===== src/rtl/current_source_ctrl_pkg.sv =====
// ---------------------------------------------------------------------------
// current_source_ctrl_pkg
// Shared constants and types for the current-source DAC array controller.
//   N_THERM      : number of thermometer (unary) current units
//   N_BIN        : number of binary-weighted current units
//   CODE_W       : DAC code width
//   CODE_MAX     : largest representable code (17 * 64 + 63)
//   THERM_LSB_W  : weight of one thermometer unit in binary LSBs
//   state_t      : controller power/run state
// ---------------------------------------------------------------------------
package current_source_ctrl_pkg;

    localparam int N_THERM     = 17;
    localparam int N_BIN       = 6;
    localparam int CODE_W      = 11;
    localparam int CODE_MAX    = 1151;
    localparam int THERM_LSB_W = 64;
    localparam int PTR_W       = 5;

    localparam logic [1:0] ST_OFF_ENC     = 2'b00;
    localparam logic [1:0] ST_BIAS_UP_ENC = 2'b01;
    localparam logic [1:0] ST_ACTIVE_ENC  = 2'b10;
    localparam logic [1:0] ST_DRAIN_ENC   = 2'b11;

    typedef enum logic [1:0] {
        ST_OFF     = ST_OFF_ENC,
        ST_BIAS_UP = ST_BIAS_UP_ENC,
        ST_ACTIVE  = ST_ACTIVE_ENC,
        ST_DRAIN   = ST_DRAIN_ENC
    } state_t;

endpackage


===== src/rtl/current_source_ctrl_therm_rotator.sv =====
// ---------------------------------------------------------------------------
// therm_rotator
// Combinational thermometer selector with wrap-around start pointer.
//   n        : number of thermometer units to enable (0..17, >=17 = all)
//   ptr      : first unit of the run (0..16)
//   mask     : enable mask, n consecutive bits starting at ptr, modulo 17
//   ptr_next : (ptr + n) modulo 17
// ---------------------------------------------------------------------------
module therm_rotator
    import current_source_ctrl_pkg::*;
(
    input  logic [PTR_W-1:0]   n,
    input  logic [PTR_W-1:0]   ptr,
    output logic [N_THERM-1:0] mask,
    output logic [PTR_W-1:0]   ptr_next
);

    logic [N_THERM:0]       one_hot;
    logic [N_THERM-1:0]     base;
    logic [2*N_THERM-1:0]   dbl;
    logic [PTR_W:0]         sum;
    logic [PTR_W:0]         sum_wrap;

    always_comb begin
        one_hot = (N_THERM+1)'(1) << n;
        if (n >= PTR_W'(N_THERM)) begin
            base = '1;
        end else begin
            base = one_hot[N_THERM-1:0] - N_THERM'(1);
        end
        // Shifting a double-width copy and folding the upper half back
        // in gives a rotate modulo 17 rather than modulo a power of two.
        dbl  = (2*N_THERM)'(base) << ptr;
        mask = dbl[N_THERM-1:0] | dbl[2*N_THERM-1:N_THERM];

        sum      = {1'b0, ptr} + {1'b0, n};
        sum_wrap = sum - (PTR_W+1)'(N_THERM);
        if (sum >= (PTR_W+1)'(N_THERM)) begin
            ptr_next = sum_wrap[PTR_W-1:0];
        end else begin
            ptr_next = sum[PTR_W-1:0];
        end
    end

endmodule


===== src/rtl/current_source_ctrl.sv =====
// ---------------------------------------------------------------------------
// current_source_ctrl
// Power sequencing and code decode for a 17-unit thermometer + 6-bit binary
// current-source DAC array, with optional dynamic element matching and a
// redundant LSB unit.
//   clk, rst_n             : clock, asynchronous active-low reset
//   enable                 : level request to power and run the array
//   code_valid/code_ready  : code handshake, code is 11-bit unsigned
//   dem_en, red_en         : DEM rotation / redundant LSB steering
//   atb_sel / atb_ena      : testbus select request / registered enable
//   pdb                    : power-down-bar to the array
//   them_en, bin_en        : unit enables, bin0_red_en redundant LSB enable
//   active                 : controller in ACTIVE state
//   sat                    : pulse when the displayed code was clipped
// ---------------------------------------------------------------------------
module current_source_ctrl
    import current_source_ctrl_pkg::*;
#(
    parameter int SETTLE_CYCLES = 64,
    parameter int DRAIN_CYCLES  = 4
) (
    input  logic               clk,
    input  logic               rst_n,
    input  logic               enable,
    input  logic               code_valid,
    input  logic [CODE_W-1:0]  code,
    output logic               code_ready,
    input  logic               dem_en,
    input  logic               red_en,
    input  logic [1:0]         atb_sel,
    output logic               pdb,
    output logic [N_THERM-1:0] them_en,
    output logic [N_BIN-1:0]   bin_en,
    output logic               bin0_red_en,
    output logic [1:0]         atb_ena,
    output logic               active,
    output logic               sat
);

    localparam int CNT_MAX = (SETTLE_CYCLES > DRAIN_CYCLES) ? SETTLE_CYCLES : DRAIN_CYCLES;
    localparam int CNT_W   = $clog2(CNT_MAX + 1);

    function automatic logic [CODE_W-1:0] sat_code(input logic [CODE_W-1:0] c);
        return (c > CODE_W'(CODE_MAX)) ? CODE_W'(CODE_MAX) : c;
    endfunction

    function automatic logic is_clipped(input logic [CODE_W-1:0] c);
        return (c > CODE_W'(CODE_MAX));
    endfunction

    state_t             state_q, state_d;
    logic [CNT_W-1:0]   cnt_q, cnt_d;
    logic [PTR_W-1:0]   ptr_q;
    logic               xfer;

    logic [CODE_W-1:0]  code_p0;
    logic               clip_p0;
    logic [PTR_W-1:0]   n_p0;
    logic [PTR_W-1:0]   rot_ptr_p0;
    logic [N_THERM-1:0] mask_p0;
    logic [PTR_W-1:0]   ptr_next_p0;

    logic [N_THERM-1:0] them_en_p1;
    logic [N_BIN-1:0]   bin_en_p1;
    logic               red_p1;
    logic               sat_p1;
    logic [1:0]         atb_p1;

    // ---- control: power sequencing FSM ----
    always_comb begin
        state_d = state_q;
        cnt_d   = cnt_q;
        case (state_q)
            ST_OFF: begin
                cnt_d = '0;
                if (enable) begin
                    state_d = ST_BIAS_UP;
                    cnt_d   = CNT_W'(SETTLE_CYCLES - 1);
                end
            end
            ST_BIAS_UP: begin
                if (!enable) begin
                    state_d = ST_DRAIN;
                    cnt_d   = CNT_W'(DRAIN_CYCLES - 1);
                end else if (cnt_q == '0) begin
                    state_d = ST_ACTIVE;
                end else begin
                    cnt_d = cnt_q - CNT_W'(1);
                end
            end
            ST_ACTIVE: begin
                if (!enable) begin
                    state_d = ST_DRAIN;
                    cnt_d   = CNT_W'(DRAIN_CYCLES - 1);
                end
            end
            ST_DRAIN: begin
                // enable is deliberately ignored until the array is fully off
                if (cnt_q == '0) begin
                    state_d = ST_OFF;
                end else begin
                    cnt_d = cnt_q - CNT_W'(1);
                end
            end
            default: begin
                state_d = ST_OFF;
                cnt_d   = '0;
            end
        endcase
    end

    always_ff @(posedge clk or negedge rst_n) begin
        if (!rst_n) begin
            state_q <= ST_OFF;
            cnt_q   <= '0;
        end else begin
            state_q <= state_d;
            cnt_q   <= cnt_d;
        end
    end

    assign code_ready = (state_q == ST_ACTIVE) && enable;
    assign xfer       = code_ready && code_valid;

    // ---- stage p0: clip and decode the offered code ----
    assign code_p0    = sat_code(code);
    assign clip_p0    = is_clipped(code);
    assign n_p0       = code_p0[CODE_W-1:N_BIN];
    // Without DEM the run always starts at unit 0.
    assign rot_ptr_p0 = dem_en ? ptr_q : '0;

    therm_rotator u_therm_rotator (
        .n        (n_p0),
        .ptr      (rot_ptr_p0),
        .mask     (mask_p0),
        .ptr_next (ptr_next_p0)
    );

    // ---- stage p1: registered unit enables ----
    always_ff @(posedge clk or negedge rst_n) begin
        if (!rst_n) begin
            them_en_p1 <= '0;
            bin_en_p1  <= '0;
            red_p1     <= 1'b0;
            sat_p1     <= 1'b0;
        end else if (state_d != ST_ACTIVE) begin
            // Leaving ACTIVE (or never in it): array carries zero current.
            them_en_p1 <= '0;
            bin_en_p1  <= '0;
            red_p1     <= 1'b0;
            sat_p1     <= 1'b0;
        end else if (xfer) begin
            them_en_p1 <= mask_p0;
            bin_en_p1  <= red_en ? {code_p0[N_BIN-1:1], 1'b0} : code_p0[N_BIN-1:0];
            red_p1     <= red_en & code_p0[0];
            sat_p1     <= clip_p0;
        end else begin
            sat_p1     <= 1'b0;
        end
    end

    always_ff @(posedge clk or negedge rst_n) begin
        if (!rst_n) begin
            ptr_q <= '0;
        end else if (state_d == ST_OFF) begin
            ptr_q <= '0;
        end else if (xfer && dem_en) begin
            ptr_q <= ptr_next_p0;
        end
    end

    always_ff @(posedge clk or negedge rst_n) begin
        if (!rst_n) begin
            atb_p1 <= 2'b00;
        end else begin
            atb_p1 <= atb_sel;
        end
    end

    assign pdb         = (state_q != ST_OFF);
    assign active      = (state_q == ST_ACTIVE);
    assign atb_ena     = (state_q == ST_OFF) ? 2'b00 : atb_p1;
    assign them_en     = them_en_p1;
    assign bin_en      = bin_en_p1;
    assign bin0_red_en = red_p1;
    assign sat         = sat_p1;

endmodule


===== config.mk =====
export PLATFORM = sky130hd
export DESIGN_NAME = current_source_ctrl
export DESIGN_NICKNAME = d
export VERILOG_FILES = /design/src/rtl/current_source_ctrl_pkg.sv /design/src/rtl/current_source_ctrl_therm_rotator.sv /design/src/rtl/current_source_ctrl.sv
export SDC_FILE = /design/constraint.sdc
export NUM_CORES = 1
export LEC_CHECK = 0
export CORE_ASPECT_RATIO = 0.8
export CORE_MARGIN = 3
export CORE_UTILIZATION = 51
export CTS_CLUSTER_DIAMETER = 100
export DETAILED_ROUTE_END_ITERATION = 8
export PLACE_DENSITY = 0.77
export SYNTH_ARGS = -nofsm -noshare
export SYNTH_HDL_FRONTEND = slang
export SYNTH_SLANG_ARGS = --single-unit
export TNS_END_PERCENT = 20

===== constraint.sdc =====
create_clock -name clk -period 2.7 [get_ports clk]
set_input_delay 0.81 -clock clk [delete_from_list [all_inputs] [get_ports clk]]
set_output_delay 0.81 -clock clk [all_outputs]
set_load 0.02 [all_outputs]

==> results.cfg <==
[power]
ir_worst_vdd_mv = 0.492
p_per_area_nw_per_um2 = 737
leakagePower_nw = 2.61

[timing]
slew_headroom_pct = 36.7
hold_ws_ns = 0.488
min_period_ns = 3.05
drv_slew = 0
hold_viol_final = 0
worst_slack_ns = -0.351
setup_tns_ns = -4.24
finClkSkew_ns = 0.0125
setup_violations = 22
worstMarginPinSlew_ns = 0.950
grt_setup_unrepaired = yes
post-route-period-util_pct = 113
max_freq_mhz = 328

[layout]
nNetsFinal = 707
regArea_um2 = 1030
drive_gt1_share_pct = 35.7
area_delta_synth_final_pct = 53.4
final_core_util_pct = 83.5
design_area_um2 = 5950
num-fill-cells = 404
multi_input_area_um2 = 3080
diodes = 0

[route]
drc = 0
viasPerCell = 6.51
drt_first_pass_iters = 8
drt-initial-drc-count = 523
final_antenna_net_count = 0
routed_wl_um = 15800
dr_total_vias = 5068
wl_per_cell_um = 20.3

[critical_path]
crit_start = code[7]
r2r-start = ptr_q[0]
cp.required_ns = 2.89
rr_worst_depth = 13
start_kind = primary input
setup.worst_path.end = ptr_q[3]
worstReg2RegEnd = ptr_q[1]
r2r_slack_ns = 0.27
cp_common_cell = ha_4
arrival_ns = 3.24
crit_path_cell_trace = buf_8 -> buf_6 -> nor3_4 -> nor2_4 -> or2_4 -> ha_4 -> inv_4 -> fa_2 -> ha_4 -> nand2_4 -> nor3_2 -> o21ai_2 -> nand4_1 -> xor2_1 -> o22ai_1
crit_path_max_fanout = 5
critPathCaptureType = register
cpMaxStageDelayCell = fa_2
crit_type = primary input to register
max_stage_delay_ns = 0.46

[synthesis]
synth-seq-area-share_pct = 26.5
syn-num-nets = 556
synth-main-ff-cell = dfrtp_1
ys_seq_elements = 41
synth_compound_area_share_pct = 33.9
post_synth.cell_area_avg_um2 = 7.37
synth_top_family_by_area = compound AO/OA/AOI/OAI gates
synth-simple-area-share_pct = 25.1
syn_area_um2 = 3880
synth-adder-area-share_pct = 3.74
synthMostInstantiatedCell = nand2_1
synth_edf_count = 0
synthTopCellsByArea = dfrtp_1 (26%), nand2_1 (6.9%), o21ai_0 (6.6%)
synth.distinct_cells = 75
yosys_warnings = 0
synth_mux_area_share_pct = 1.61
synth.largest_area_cell = dfrtp_1
ys_top_cells_by_count = nand2_1 (71), nor2_1 (51), o21ai_0 (51)
yosys.area_share.xor_xnor_pct = 2.48
synth_top_area_share_pct = 26.5
async_flop_share_pct = 100
syn_inst = 526

[grt]
grt_pass1_vias = 4811
grt_pass1_wl_um = 23900
grt_usage_pct = 33.4
grt_max_degree = 42
antenna_found_initial = 0
grt-ovfl-total = 0

[placement]
dp_hpwl_um = 10400
place_area_um2 = 5270
port_buffers = 48
gp_congestion = 0.954
place_ws_ns = -1.17

[clock_tree]
clk_latency_ns = 0.31
cts_root_buffer = clkbuf_8
cts_sinks = 41
cts_tree = yes
numCtsBuffers = 5
cts_max_path_buffers = 2
htreeDepth = 2
clk_pin_slew_ns = 0.09

[hold_path]
hold_class = register to register
hold_depth = 1

[floorplanning]
num_rows = 27
die_x_um = 104
die_h_um = 84
ioPinCount = 49
core_region_area_um2 = 7130
start_util_pct = 54.4
dieArea_um2 = 8690

[job]
max_cap_violations = 0

[status]
outcome = complete, but fails checks
violations = negative setup slack
-- what timing repair did --
item,4_1_cts,5_1_grt
setup buffers,15,7
endpoints found under the hold margin,0,0
endpoints found under the setup margin,23,24
hold buffers,0,0
gates resized for setup,82,45
pin swaps,42,34
-- critical path: cells and delay by family --
family	cells	cell delay [ns]
buffers and inverters	3	0.28
XOR/XNOR	1	0.18
adder cells (fa/ha/maj)	3	0.82
AND/OR/NAND/NOR	6	0.82
AO/OA/AOI/OAI	2	0.33
-- flip-flops by register name (all words and copies together), names as in the netlist --
name	count
sat	1
ptr_q	5
state_q	2
cnt_q	7
atb_p1	2
bin0_red_en	1
bin_en	6
them_en	17
-- worst min-delay path by stage --
stage                            from           to  slack, ns
after detailed placement  them_en[14]  them_en[14]       0.47
final                     them_en[14]  them_en[14]       0.49
after global placement      bin_en[4]    bin_en[4]       0.45
after global routing      them_en[14]  them_en[14]       0.51
after floorplan              cnt_q[6]     cnt_q[6]       0.50
after CTS                 them_en[14]  them_en[14]       0.49
-- metrics by stage --
| step | cells | power [mW] |
|---|---|---|
| after floorplan | 526 | 2.34 |
| after global placement | 749 | 3.32 |
| after detailed placement | 749 | 3.40 |
| after CTS | 772 | 4.03 |
| after global routing | 779 | 4.61 |
| final | 779 | 4.39 |
-- cell families after synthesis --
| logic type | Yosys count |
|---|---|
| AO/OA/AOI/OAI | 194 |
| XOR/XNOR | 11 |
| adder cells (fa/ha/maj) | 11 |
| buffers and inverters | 60 |
| flip-flops | 41 |
| multiplexers | 6 |
| AND/OR/NAND/NOR | 203 |
-- cell usage in the layout (no fill, tap or decap), types with 8 or more instances in the layout --
cell type,count
inv_1,17
nor3_1,11
nand2_1,68
nand3_1,9
dfrtp_1,40
buf_4,127
o211ai_1,11
clkdlybuf4s50_1,38
o21ai_0,37
a21oi_1,24
nor2_1,44
a31oi_1,8
o21ai_1,16
-- routing by layer --
layer / wire length [um] / track usage [%] / up-vias
met5: 0 / 0 / -
met4: 670 / 12.6 / 0
met3: 1730 / 7.66 / 92
met2: 7240 / 54.3 / 377
met1: 6160 / 43.5 / 2370
li1: - / - / 2229
-- power breakdown --
group	switching [mW]	total, mW	internal (mW)
clock	0.238	0.417	0.179
sequential	0.150	0.905	0.755
combinational	1.69	3.06	1.37
total	2.08	4.39	2.30
-- area by class of cell --
type	instances	area share (%)
inverters	22	1.47
repair buffers	182	26.0
well taps	101	2.12
flip-flops and latches	41	17.3
clock buffers	5	1.16
clock inverters	3	0.294
multi-input cells	425	51.7
Note: power is estimated with default switching activity, not from simulation.
